<file path="config.mk">
export PLATFORM = sky130hd
export DESIGN_NAME = jk_ff_monitor
export DESIGN_NICKNAME = d
export VERILOG_FILES = /design/src/rtl/jk_pkg.sv /design/src/rtl/jk_edge_detect.sv /design/src/rtl/jk_ff_monitor.sv
export SDC_FILE = /design/constraint.sdc
export NUM_CORES = 1
export LEC_CHECK = 0
export BUFFER_PORTS_ARGS = -buffer_cell sky130_fd_sc_hd__buf_2
export CAP_MARGIN = 10
export CORE_MARGIN = 2
export CORE_UTILIZATION = 45
export DETAILED_ROUTE_END_ITERATION = 7
export PLACE_DENSITY = 0.63
export SETUP_SLACK_MARGIN = 0.5
export SLEW_MARGIN = 20
export SYNTH_ARGS = -nofsm -noshare
export SYNTH_HDL_FRONTEND = slang
export SYNTH_SLANG_ARGS = --single-unit
</file>
<file path="constraint.sdc">
create_clock -name clk -period 2.4 [get_ports clk]
set_input_delay 0.12 -clock clk [delete_from_list [all_inputs] [get_ports clk]]
set_output_delay 0.12 -clock clk [all_outputs]
set_load 0.01 [all_outputs]
</file>
<file path="src/rtl/jk_pkg.sv">
// Shared definitions for the JK flip-flop monitor family.
// Holds the FSM encoding and the default widths and timeout.
package jk_pkg;

  typedef enum logic [1:0] {
    IDLE  = 2'd0,
    ARM   = 2'd1,
    TRACK = 2'd2,
    FAULT = 2'd3
  } jk_state_e;

  localparam int CNT_W_DEF   = 8;
  localparam int TIMEOUT_DEF = 16;
  localparam int TO_W_DEF    = 5;

endpackage

</file>
<file path="src/rtl/jk_edge_detect.sv">
// Tracks the previous q sample and emits registered rise/fall pulses.
// One cycle from q_in sample to rise/fall; no backpressure, samples every enabled cycle.
module jk_edge_detect (
  input  logic clk,
  input  logic rst_n,
  input  logic capture,
  input  logic track,
  input  logic q_in,
  output logic q_edge,
  output logic rise,
  output logic fall
);

  logic q_prev;

  // Only a tracking cycle may report an edge; the capture cycle just primes q_prev.
  assign q_edge = track & (q_in ^ q_prev);

  always_ff @(posedge clk or negedge rst_n) begin
    if (!rst_n) begin
      q_prev <= 1'b0;
      rise   <= 1'b0;
      fall   <= 1'b0;
    end else begin
      if (capture | track) q_prev <= q_in;
      rise <= q_edge & q_in;
      fall <= q_edge & ~q_in;
    end
  end

endmodule

</file>
<file path="src/rtl/jk_ff_monitor.sv">
// Watches q/qbar of a JK flip-flop: edge pulses, saturating toggle count, complement check, stuck watchdog.
// All outputs registered, one cycle after the q_in sample; no backpressure.
module jk_ff_monitor
  import jk_pkg::*;
#(
  parameter int CNT_W   = CNT_W_DEF,
  parameter int TIMEOUT = TIMEOUT_DEF,
  parameter int TO_W    = TO_W_DEF
) (
  input  logic             clk,
  input  logic             rst_n,
  input  logic             en,
  input  logic             clr,
  input  logic             q_in,
  input  logic             qbar_in,
  output logic             rise,
  output logic             fall,
  output logic [CNT_W-1:0] toggle_cnt,
  output logic             cnt_ovf,
  output logic             mismatch,
  output logic             fault,
  output logic             stuck,
  output logic [1:0]       state
);

  localparam logic [TO_W-1:0]  TO_VAL  = TO_W'(TIMEOUT);
  localparam logic [CNT_W-1:0] CNT_MAX = '1;

  jk_state_e       state_q, state_n;
  logic [TO_W-1:0] wd_cnt, wd_inc;
  logic [1:0]      mm_cnt, mm_cnt_n;
  logic            in_arm, in_track, sample, mm_now, fault_hit, q_edge;

  assign in_arm   = en && (state_q == ARM);
  assign in_track = en && (state_q == TRACK);
  assign sample   = in_arm || in_track;
  assign mm_now   = (q_in == qbar_in);
  assign state    = state_q;

  jk_edge_detect u_edge (
    .clk     (clk),
    .rst_n   (rst_n),
    .capture (in_arm),
    .track   (in_track),
    .q_in    (q_in),
    .q_edge  (q_edge),
    .rise    (rise),
    .fall    (fall)
  );

  always_ff @(posedge clk or negedge rst_n) begin
    if (!rst_n) state_q <= IDLE;
    else        state_q <= state_n;
  end

  always_comb begin
    state_n   = state_q;
    mm_cnt_n  = 2'd0;
    fault_hit = 1'b0;
    wd_inc    = (wd_cnt == TO_VAL) ? wd_cnt : wd_cnt + 1'b1;
    // A mismatch streak breaks whenever sampling stops, so only live samples extend it.
    if (sample && mm_now && !clr) mm_cnt_n = (mm_cnt == 2'd2) ? 2'd2 : mm_cnt + 2'd1;
    fault_hit = (mm_cnt_n == 2'd2);
    if (!en) begin
      state_n = IDLE;
    end else begin
      case (state_q)
        IDLE:    state_n = ARM;
        ARM:     state_n = fault_hit ? FAULT : TRACK;
        TRACK:   if (fault_hit) state_n = FAULT;
        FAULT:   if (clr) state_n = ARM;
        default: state_n = IDLE;
      endcase
    end
  end

  always_ff @(posedge clk or negedge rst_n) begin
    if (!rst_n) begin
      toggle_cnt <= '0;
      cnt_ovf    <= 1'b0;
      mismatch   <= 1'b0;
      fault      <= 1'b0;
      stuck      <= 1'b0;
      wd_cnt     <= '0;
      mm_cnt     <= 2'd0;
    end else begin
      mismatch <= sample && mm_now;
      mm_cnt   <= mm_cnt_n;
      if (clr) begin
        toggle_cnt <= '0;
        cnt_ovf    <= 1'b0;
        fault      <= 1'b0;
        stuck      <= 1'b0;
        wd_cnt     <= '0;
      end else begin
        if (fault_hit) fault <= 1'b1;
        if (q_edge) begin
          if (toggle_cnt == CNT_MAX) cnt_ovf <= 1'b1;
          else                       toggle_cnt <= toggle_cnt + 1'b1;
        end
        if (in_track) begin
          wd_cnt <= q_edge ? '0 : wd_inc;
          stuck  <= !q_edge && (wd_inc == TO_VAL);
        end
      end
    end
  end

endmodule

</file>
==> reports/qor_table.md, run 1 <==
| Metric | This run |
| --- | --- |
| Global-route congestion overflow total | 0 |
| Path type of the worst setup path | register to register |
| Pre-CTS setup slack | 0.445 ns |
| Die Footprint | 3370 µm² |
| Syn_nets | 145 |
| Synthesis-to-finish area growth | 13.0% |
| CP endpoint kind | register |
| Vias after detailed routing | 1054 |
| Antenna violations before repair | 0 |
| Highest net fanout along the worst path | 7 |
| Area of the multi-input gates | 659 µm² |
| Fmax achieved | 0.570 GHz |
| Number of distinct library cells after synthesis | 44 |
| Worst Max-Slew Pin Slew | 0.548 ns |
| Post-synthesis register bit count | 24 |
| Core region area | 2760 µm² |
| Total number of nets in the final design | 169 |
| Final critical path time including I/O delays and setup | 1.75 ns |
| RR Startpoint | state[0] |
| Endpoint of the most critical setup path | toggle_cnt[5] |
| R2r setup slk | 0.65 ns |
| Number of iterations in the first detailed-routing pass | 4 |
| Placed insts | 180 |
| Headroom to the max-slew limit | 63.4% |
| Launching element of the worst setup path | state[0] |
| Number of antenna diodes | 0 |
| Number of pins with negative max-slew slack in the final report | 0 |
| Longest Clk Path Bufs | 2 |
| Period utilisation layout | 73.0% |
| DRC Markers | 0 |
| Count of pins on the block boundary | 22 |
| Capture instance of the worst register-to-register path | toggle_cnt[5] |
| Maximum ir drop on the vdd rail | 0.393 mV |
| Layout Cells excl Fill | 185 |
| PnR Total Power | 0.892 mW |
| Via density per instance | 5.70 |
| Total Routing Usage GR | 17.5% |
| Post-route worst setup slack | 0.647 ns |
| Netlist area before placement | 1310 µm² |
| Setup repair after global routing missed its margin | false |
| Cell count after synthesis | 132 |
| Level count of the clock H-tree | 1 |
| Cell taking the most area after synthesis | dfrtp_1 |
| Routability Congestion | 0.776 |
| Final TNS setup | 0 ns |
| Arr. time, crit path | 2.00 ns |
| Global-route wire length before repair | 4520 µm |
| HPWL Detailed | 1820 µm |
| Count of routing violations after the opening detailed-route iteration | 27 |
| Final Setup Violations | 0 |
| Area used by sequential logic in the layout | 601 µm² |
| MaxCap Viol Count | 0 |
| Final hold violation count | 0 |
| Fraction of post-synthesis cell area in the top cell type by area | 45.7% |
| Fillers | 257 |
| Via count of the first global-routing pass | 1020 |
| Average cell area after synthesis | 9.95 µm² |
| Number of nets with antenna violations after detailed routing | 0 |
| Clk root buf | clkbuf_4 |
| Run status | finished, final reports clean |
| Source-to-sink clock delay at the later pin of the worst-skew pair | 0.31 ns |
| Top post-synthesis cells by area | dfrtp_1 46%, ha_1 6.7%, inv_1 3.1% |
| Initial Util | 47.6% |
| TritonCTS clock tree | done |
| Total CTS buffers | 3 |
| Worst hold margin | 0.0278 ns |
| Routed wire length | 2540 µm |
| Cell depth of the worst flop-to-flop path | 6 |
| Kind of path behind the tightest hold check | input pin to register |
| Chip Height | 58.0 µm |
| Clock-pin slew reported for the worst setup and hold paths after clock tree synthesis | 0.13 ns |
| Number of core rows | 19 |
| Skew final | 0.00257 ns |
| Count of input and output buffers | 21 |
| CTS sink count | 24 |
| Post-detailed-route wirelength per cell | 13.7 µm |
| Synth warnings | 0 |
| Die width | 58.0 µm |
| Pwr dens | 600 nW/µm² |
| Largest net degree at the start of global routing | 25 |
| Layout cell share with drive strength beyond 1 | 21.4% |
| Part of the Yosys area used for sequential elements | 45.7% |
| Worst Path Required | 2.65 ns |
| Leakage | 0.700 nW |
| Type of element launching the critical path | register |
-- logic make-up (layout without fill, tap and decap cells) --
kind of cell,count (synthesis),in the layout,synth area share (%)
adder cells (fa/ha/maj),7,7,6.67
multiplexers,1,1,0.762
buffers and inverters,15,37,4.95
flip-flops,24,24,45.7
AO/OA/AOI/OAI,33,33,17.1
XOR/XNOR,4,4,3.24
AND/OR/NAND/NOR,48,48,21.5
-- final cells by class --
type	instances	area share (%)
clock buffer	3	1.52
multi-input combinational	93	44.4
inverter	11	2.78
sequential	24	40.4
timing repair buffer	23	8.26
tap	31	2.61
-- synth_stat cells (all sizes together) --
| library cell | instances |
|---|---|
| mux2i | 1 |
| xor2 | 2 |
| nand3b | 1 |
| o311ai | 3 |
| nor2 | 6 |
| or2 | 1 |
| o211a | 1 |
| nand3 | 5 |
| dfrtp | 24 |
| nand2 | 7 |
| or4 | 1 |
| nand4b | 1 |
| o2bb2ai | 1 |
| a22o | 2 |
| o22ai | 1 |
| and4 | 2 |
| o41ai | 3 |
| a21oi | 5 |
| ha | 7 |
| o31ai | 1 |
| and2 | 5 |
| o21ai | 9 |
| a32o | 1 |
| and3 | 1 |
| inv | 11 |
| nand4bb | 1 |
| clkbuf | 2 |
| or3 | 2 |
| xnor2 | 2 |
| nor4b | 1 |
| a21o | 2 |
| nor4 | 2 |
| buf | 2 |
| o21a | 2 |
| nand4 | 2 |
| a31oi | 2 |
| nand2b | 5 |
| nor3 | 5 |
-- worst max-delay path, cell delays in order, from the launching register on --
cell and delay [ns]:
dfrtp_1 0.44, inv_1 0.09, ha_2 0.21, and2_4 0.20, nand4_2 0.16, or4_1 0.42
a21oi_1 0.16
-- routing by layer --
layer	part of all wire, %	track usage, %
met1	48	23.1
met2	46	29.1
met3	3.6	2.68
met4	1.7	6.98
met5	0	0
-- repair_timing --
action | 4_1_cts | 5_1_grt
gates resized for setup | 2 | 3
endpoints found under the setup margin | 1 | 3
hold buffers | 1 | 0
endpoints found under the hold margin | 24 | 0
gates cloned | 0 | 0
buffers inserted | 0 | 1
-- registers in the layout, summed over array words and instances, names as in the netlist --
register and flops:
mismatch 1, wd_cnt 5, state 2, toggle_cnt 8, mm_cnt 2, u_edge.fall 1
stuck 1, fault 1, u_edge.rise 1, cnt_ovf 1, u_edge.q_prev 1
-- cells in the final DEF (no fill, tap or decap), drive strengths merged, types with 2 or more instances in the layout --
master  instances
buf            22
or3             2
clkbuf          3
o311ai          3
o41ai           3
a21o            2
dfrtp          24
nand3           5
a21oi           5
and2            5
nand4           2
nand2b          5
and4            2
nor3            5
nor4            2
a31oi           2
nand2           7
xor2            2
o21a            2
a22o            2
inv            11
nor2            6
o21ai           9
xnor2           2
ha              7
-- per-stage QoR --
step | cell area (µm²) | util (%)
detailed placement | 1430 | 52.0
global placement | 1430 | 52.0
CTS | 1470 | 53.2
floorplan | 1310 | -
finish | 1490 | 53.9
global route | 1490 | 53.9
-- power by group --
| group | switching [mW] | internal (mW) | total [mW] | leakage [nW] |
|---|---|---|---|---|
| Sequential | 0.0304 | 0.435 | 0.466 | 0.331 |
| Combinational | 0.140 | 0.107 | 0.248 | 0.355 |
| Clock | 0.119 | 0.0588 | 0.178 | 0.0138 |
-- how the worst min path moves through the flow --
stage / slack [ns] / startpoint / cells past startpoint / end
finish: 0.03 / q_in / 2 / u_edge.fall
CTS: 0.02 / q_in / 2 / u_edge.fall
detailed placement: 0.14 / rst_n / 1 / toggle_cnt[5]
global placement: 0.14 / rst_n / 1 / toggle_cnt[3]
floorplan: -0.18 / rst_n / 0 / cnt_ovf
global route: 0.02 / q_in / 2 / u_edge.fall
(Power assumes the default switching activity.)
==> run 2: changes to the inputs <==
ABC_AREA = 1   (was unset)
PLACE_DENSITY = 0.66   (was 0.63)
clock period = 1.5 ns   (was 2.4 ns; I/O delays follow)
==> run 2 against run 1 <==
First-iteration DRC count grew to 3.4 times the previous value. Largest cell class unchanged. Count of clock-buffer cells in the layout is the same. Critical path depth increased by 3. Synthesized cell count up 12%. Largest power group unchanged. Sequential share of layout area decreased by 7.4 points.
==> reports/qor_table.md, run 2 <==
| Metric | This run |
| --- | --- |
| R2r setup slk | 0.006 ns |
| PnR Total Power | 1.86 mW |
| Logic pwr share | 33.4% |
| Synth warnings | 0 |
| Headroom to the max-slew limit | 64.9% |
| Fillers | 225 |
| Highest-utilization routing layer at the global route stage | met2 |
| Routed wire length | 3050 µm |
| Synth async-reset ratio | 100% |
| Part of the Yosys area used for sequential elements | 47.0% |
| Top post-synthesis cells by area | dfrtp_1 47%, inv_1 7.6%, ha_1 6.8% |
| Top library cells by usage in the layout, fill and taps aside | 24 x dfrtp_1, 23 x inv_1, 21 x nand2_1, 19 x buf_2, 17 x buf_4 |
| Average cell area after synthesis | 8.64 µm² |
| CTS sink count | 24 |
| Met2 Usage GRT | 31.2% |
| TritonCTS clock tree | done |
| Fraction of post-synthesis cell area in the top cell type by area | 47.0% |
| Number of antenna diodes | 0 |
| Max reg flops | 8 |
| Cell with the most instances after synthesis | inv_1 |
| Vias after detailed routing | 1219 |
| Arr. time, crit path | 1.73 ns |
| Routability Congestion | 0.839 |
| Primary FF master, synth | dfrtp_1 |
| Longest Clk Path Bufs | 2 |
| Count of input and output buffers | 21 |
| Layout cell share with drive strength beyond 1 | 39.9% |
| Kind of cell adding the most delay to the critical path | flip-flops |
| Synthesis-to-finish area growth | 42.0% |
| Number of nets with antenna violations after detailed routing | 0 |
| Final Setup Violations | 0 |
| Biggest regs | toggle_cnt (8), wd_cnt (5) |
| Run status | finished, final reports clean |
| Level count of the clock H-tree | 1 |
| Core region area | 2730 µm² |
| HPWL Detailed | 1970 µm |
| Cell internal pwr | 1.26 mW |
| Path type of the worst setup path | register to register |
| Number of distinct library cells after synthesis | 24 |
| MaxCap Viol Count | 0 |
| EDFF count, synth | 0 |
| Global-route congestion overflow total | 0 |
| Count of routing violations after the opening detailed-route iteration | 92 |
| Cell taking the most area after synthesis | dfrtp_1 |
| Largest net degree at the start of global routing | 25 |
| Pre-CTS setup slack | -0.0527 ns |
| Global-route wire length before repair | 4980 µm |
| Netlist area before placement | 1280 µm² |
| Syn_nets | 161 |
| Standard cell with the maximum stage delay on the critical path | dfrtp_1 |
| Met3 usage in global routing | 4.99% |
| CP endpoint kind | register |
| Final hold violation count | 0 |
| Total number of nets in the final design | 212 |
| Total cell area at the placement stage | 1510 µm² |
| Post-route worst setup slack | 0.00581 ns |
| Critical path cell sequence | inv_1, ha_2, nand2_4, nand2_4, nand4_1, o21bai_1, nand2_1, nand2_1, o21ai_1 |
| Die Footprint | 3280 µm² |
| Number of iterations in the first detailed-routing pass | 5 |
| Worst Max-Slew Pin Slew | 0.526 ns |
| Setup repair after global routing missed its margin | true |
| Total CTS buffers | 3 |
| Via density per instance | 5.32 |
| Cell types with the highest counts after synthesis | 26 x inv_1, 24 x dfrtp_1, 23 x nand2_1 |
| Skew final | 0.00500 ns |
| Count of pins on the block boundary | 22 |
| Met1 demand-to-capacity share in global routing | 24.9% |
| Sequential cell fraction of total power | 40.6% |
| Critical Path Max Stage Delay | 0.43 ns |
| Kind of path behind the tightest hold check | input pin to register |
| Initial Util | 46.8% |
| Worst Path Required | 1.74 ns |
| DRC Markers | 0 |
| Antenna violations before repair | 0 |
| Clk root buf | clkbuf_4 |
| Post-synthesis register bit count | 24 |
| Net switching power | 0.605 mW |
| Top reg by flops | toggle_cnt |
| Chip Height | 57.3 µm |
| Leakage | 0.906 nW |
| Die width | 57.3 µm |
| Source-to-sink clock delay at the later pin of the worst-skew pair | 0.33 ns |
| Maximum ir drop on the vdd rail | 0.954 mV |
| Post-detailed-route wirelength per cell | 13.3 µm |
| Period utilisation layout | 99.6% |
| Final critical path time including I/O delays and setup | 1.49 ns |
| Number of core rows | 19 |
| Cell count after synthesis | 148 |
| Fmax achieved | 0.669 GHz |
| Pwr dens | 1030 nW/µm² |
| Post-route standard cell area excluding fillers | 1820 µm² |
| Via count of the first global-routing pass | 1170 |
| Total Routing Usage GR | 19.7% |
| Fraction of power spent switching nets | 32.5% |
| Part of the power in the clock network | 26.0% |
| CP bufs+invs | 1 |
| Highest net fanout along the worst path | 4 |
| Clock-pin slew reported for the worst setup and hold paths after clock tree synthesis | 0.14 ns |
| Number of pins with negative max-slew slack in the final report | 0 |
| Most common cell after layout, fill and taps aside | dfrtp_1 |
| Type of element launching the critical path | register |
## run 2: changes by cell type in the layout (fill, tap and decap cells not counted), moves of 7 or more
cell	before	now
nand4_1	1	10
nand2_1	7	21
o21ai_1	2	9
inv_1	11	23
buf_4	1	17
buf_6	0	7
## run 2: cells by family after synthesis
| group | after synthesis | share of synthesized area, % |
|---|---|---|
| AOI/OAI and AO/OA | 22 | 9.30 |
| xor gates and xnor gates | 3 | 2.06 |
| adders and majority gates | 7 | 6.85 |
| buffers and inverters | 27 | 8.02 |
| DFF | 24 | 47.0 |
| and+or+nand+nor | 65 | 26.8 |
## run 2: power by group through the flow
stage | Sequential (mW) | Clock, mW | Combinational [mW]
floorplan | 0.786 | 0 | 0.292
global placement | 0.769 | 0 | 0.429
detailed placement | 0.772 | 0 | 0.444
CTS | 0.753 | 0.491 | 0.554
global route | 0.763 | 0.527 | 0.683
finish | 0.756 | 0.483 | 0.622
## run 2: final timing paths
path	end	cells after the start	from
hold reg to reg	stuck	2	stuck
setup reg to reg	state[1]	9	state[0]
min in group asynchronous	toggle_cnt[0]	2	rst_n
setup / recovery	state[1]	9	state[0]
max in group asynchronous	toggle_cnt[1]	2	rst_n
hold / removal	u_edge.rise	3	q_in
## run 2: cell type report
| type | instances | area [µm²] | share of cell area [%] |
|---|---|---|---|
| Clock inverter | 1 | 30.0 | 1.65 |
| Multi-Input combinational cell | 98 | 692 | 38.1 |
| Timing Repair Buffer | 46 | 332 | 18.3 |
| Tap cell | 31 | 38.8 | 2.14 |
| Sequential cell | 24 | 601 | 33.1 |
| Inverter | 26 | 100 | 5.51 |
| Clock buffer | 3 | 22.5 | 1.24 |
## run 2: metal layers
| layer | routed length (µm) | vias to the layer above |
|---|---|---|
| li1 | - | 589 |
| met1 | 1260 | 581 |
| met2 | 1610 | 45 |
| met3 | 140 | 4 |
| met4 | 42 | 0 |
| met5 | 0 | - |
## run 2: worst min-delay path, cell delays in order
cell and delay (ns):
buf_2 0.12, inv_1 0.10, nor2_2 0.05
## run 2: per-stage QoR
| step | utilization [%] | hold slack (ns) | instances | setup TNS (ns) |
|---|---|---|---|---|
| CTS | 63.4 | -0.0246 | 221 | 0 |
| detailed placement | 55.3 | 0.0925 | 205 | -0.0999 |
| global placement | 55.3 | 0.0904 | 205 | 0 |
| finish | 66.4 | 0.0281 | 229 | 0 |
| global route | 66.4 | 0.0161 | 229 | -1.15 |
| floorplan | - | -0.221 | 148 | 0 |
## run 2: timing repair
action	in CTS	in global routing
gates resized for setup	16	7
endpoints found under the hold margin	28	3
setup buffers	10	6
endpoints found under the setup margin	32	36
pin swaps	6	0
hold buffers	2	1
gates cloned	0	1
==> run 3: changes to the inputs <==
PLACE_DENSITY = 0.63   (was 0.66)
clock period = 1.7 ns   (was 1.5 ns; I/O delays follow)
==> run 3 against run 2 <==
Non-clock buffer count is 1 lower. Sequential cell count stayed put. Setup slack better by 0.21 ns. Die area stayed put. Via count is 0.57% lower. Critical endpoint is now state[0]. Largest power group unchanged.
==> reports/qor_table.md, run 3 (same netlist as run 2, synthesis figures left out) <==
| Metric | This run |
| --- | --- |
| Post-route worst setup slack | 0.217 ns |
| Leakage | 0.911 nW |
| Final TNS setup | 0 ns |
| TritonCTS clock tree | done |
| Number of nets with antenna violations after detailed routing | 0 |
| Via count of the first global-routing pass | 1144 |
| Top library cells by usage in the layout, fill and taps aside | 24 x dfrtp_1, 22 x inv_1, 21 x buf_2, 20 x nand2_1, 14 x buf_4 |
| Most common cell after layout, fill and taps aside | dfrtp_1 |
| Die Footprint | 3280 µm² |
| Run status | finished, final reports clean |
| Largest net degree at the start of global routing | 25 |
| Initial Util | 46.8% |
| DRC Markers | 0 |
| Longest Clk Path Bufs | 2 |
| Standard cell with the maximum stage delay on the critical path | dfrtp_1 |
| Clock-pin slew reported for the worst setup and hold paths after clock tree synthesis | 0.14 ns |
| Endpoint of the most critical setup path | state[0] |
| Count of routing violations after the opening detailed-route iteration | 29 |
| Total number of nets in the final design | 211 |
| Launching element of the worst setup path | state[0] |
| Final hold violation count | 0 |
| Headroom to the max-slew limit | 62.9% |
| Worst hold margin | 0.000255 ns |
| Critical path cell sequence | inv_1, ha_2, nand2_4, nand2_4, nand4_1, o21bai_1, nand3_1, o21ai_2 |
| Post-detailed-route wirelength per cell | 14.5 µm |
| RR Startpoint | state[0] |
| Synthesis-to-finish area growth | 48.3% |
| Source-to-sink clock delay at the later pin of the worst-skew pair | 0.32 ns |
| Global-route congestion overflow total | 0 |
| Period utilisation layout | 87.2% |
| Critical Path Max Stage Delay | 0.41 ns |
| Clk root buf | clkbuf_4 |
| Setup repair after global routing missed its margin | true |
| Count of input and output buffers | 21 |
| Chip Height | 57.3 µm |
| Kind of path behind the tightest hold check | input pin to register |
| Worst Max-Slew Pin Slew | 0.557 ns |
| Number of iterations in the first detailed-routing pass | 4 |
| Final Setup Violations | 0 |
| Total CTS buffers | 3 |
| Number of core rows | 19 |
| Global-route wire length before repair | 4950 µm |
| Type of element launching the critical path | register |
| Routed wire length | 3310 µm |
| Count of pins on the block boundary | 22 |
| Die width | 57.3 µm |
| Number of pins with negative max-slew slack in the final report | 0 |
| Total Routing Usage GR | 19.0% |
| Highest net fanout along the worst path | 4 |
| HPWL Detailed | 1900 µm |
| Cell depth of the worst flop-to-flop path | 8 |
| Via density per instance | 5.32 |
| Maximum ir drop on the vdd rail | 0.649 mV |
| Level count of the clock H-tree | 1 |
| Biggest regs | toggle_cnt (8), wd_cnt (5) |
| Arr. time, crit path | 1.74 ns |
| Critical Path Most Common Cell | nand2_4 |
| Pre-CTS setup slack | 0.180 ns |
| Worst Path Required | 1.96 ns |
| Number of antenna diodes | 0 |
| CP endpoint kind | register |
| Routability Congestion | 0.825 |
| Skew final | 0.00101 ns |
| Antenna violations before repair | 0 |
| Max reg flops | 8 |
| Core region area | 2730 µm² |
| Top reg by flops | toggle_cnt |
| Final critical path time including I/O delays and setup | 1.48 ns |
| PnR Total Power | 1.61 mW |
| Capture instance of the worst register-to-register path | state[0] |
| Fmax achieved | 0.674 GHz |
| Layout cell share with drive strength beyond 1 | 45.2% |
| Pwr dens | 851 nW/µm² |
| MaxCap Viol Count | 0 |
| CTS sink count | 24 |
| Path type of the worst setup path | register to register |
| R2r setup slk | 0.22 ns |
| Vias after detailed routing | 1212 |
[run 3: changes by cell type in the layout (fill, tap and decap cells not counted), moves of 3 or more]
cell / before / now
ha_4: 0 / 3
buf_4: 17 / 14
nor2_4: 2 / 5
nor2_1: 8 / 5
[run 3: cell type report]
| type | count | area (µm²) |
|---|---|---|
| inverters | 26 | 103 |
| well taps | 31 | 38.8 |
| fillers | 205 | 837 |
| flip-flops and latches | 24 | 601 |
| repair buffers | 45 | 328 |
| multi-input cells | 98 | 791 |
| clock buffers | 4 | 36.3 |
[run 3: how the worst min path moves through the flow]
| stage | from | end | slack (ns) | cells past startpoint |
|---|---|---|---|---|
| 2_1_floorplan | rst_n | cnt_ovf | -0.21 | 0 |
| 3_3_place_gp | rst_n | cnt_ovf | 0.11 | 1 |
| 3_5_place_dp | rst_n | toggle_cnt[0] | 0.11 | 1 |
| 4_1_cts | clr | toggle_cnt[1] | 0.003 | 2 |
| 5_1_grt | clr | toggle_cnt[6] | 0.002 | 2 |
| 6_report | clr | cnt_ovf | 0.0003 | 2 |
[run 3: timing repair]
item                                    in CTS  in global routing
endpoints found under the setup margin      21                 22
pin swaps                                    5                 17
hold buffers                                 2                  1
gates resized for setup                      8                 39
buffers inserted                            11                  9
endpoints found under the hold margin       25                  1
cloned                                       0                  1
[run 3: layer usage]
layer,wire length [µm],GRT usage (%)
met5,0,0
met4,13,1.99
met3,163,4.54
met2,1740,33.3
met1,1390,24.7
[run 3: worst max-delay path, delay by kind of cell, from the launching register on]
family                     cells  cell delay, ns
DFF                            1            0.41
and+or+nand+nor                4            0.39
buffers and inverters          1            0.06
AOI/OAI and AO/OA              2            0.35
adders and majority gates      1            0.20
[run 3: where the power goes]
| part | internal, mW | switching (mW) |
|---|---|---|
| registers | 0.624 | 0.0375 |
| logic | 0.282 | 0.353 |
| clock network | 0.131 | 0.186 |
| total | 1.04 | 0.577 |
[run 3: stage by stage]
stage	utilization (%)	cell area, µm²	cells
2_1_floorplan	-	1320	148
3_3_place_gp	53.6	1470	200
3_5_place_dp	53.6	1470	200
4_1_cts	60.2	1650	217
5_1_grt	69.4	1900	228
6_report	69.4	1900	228
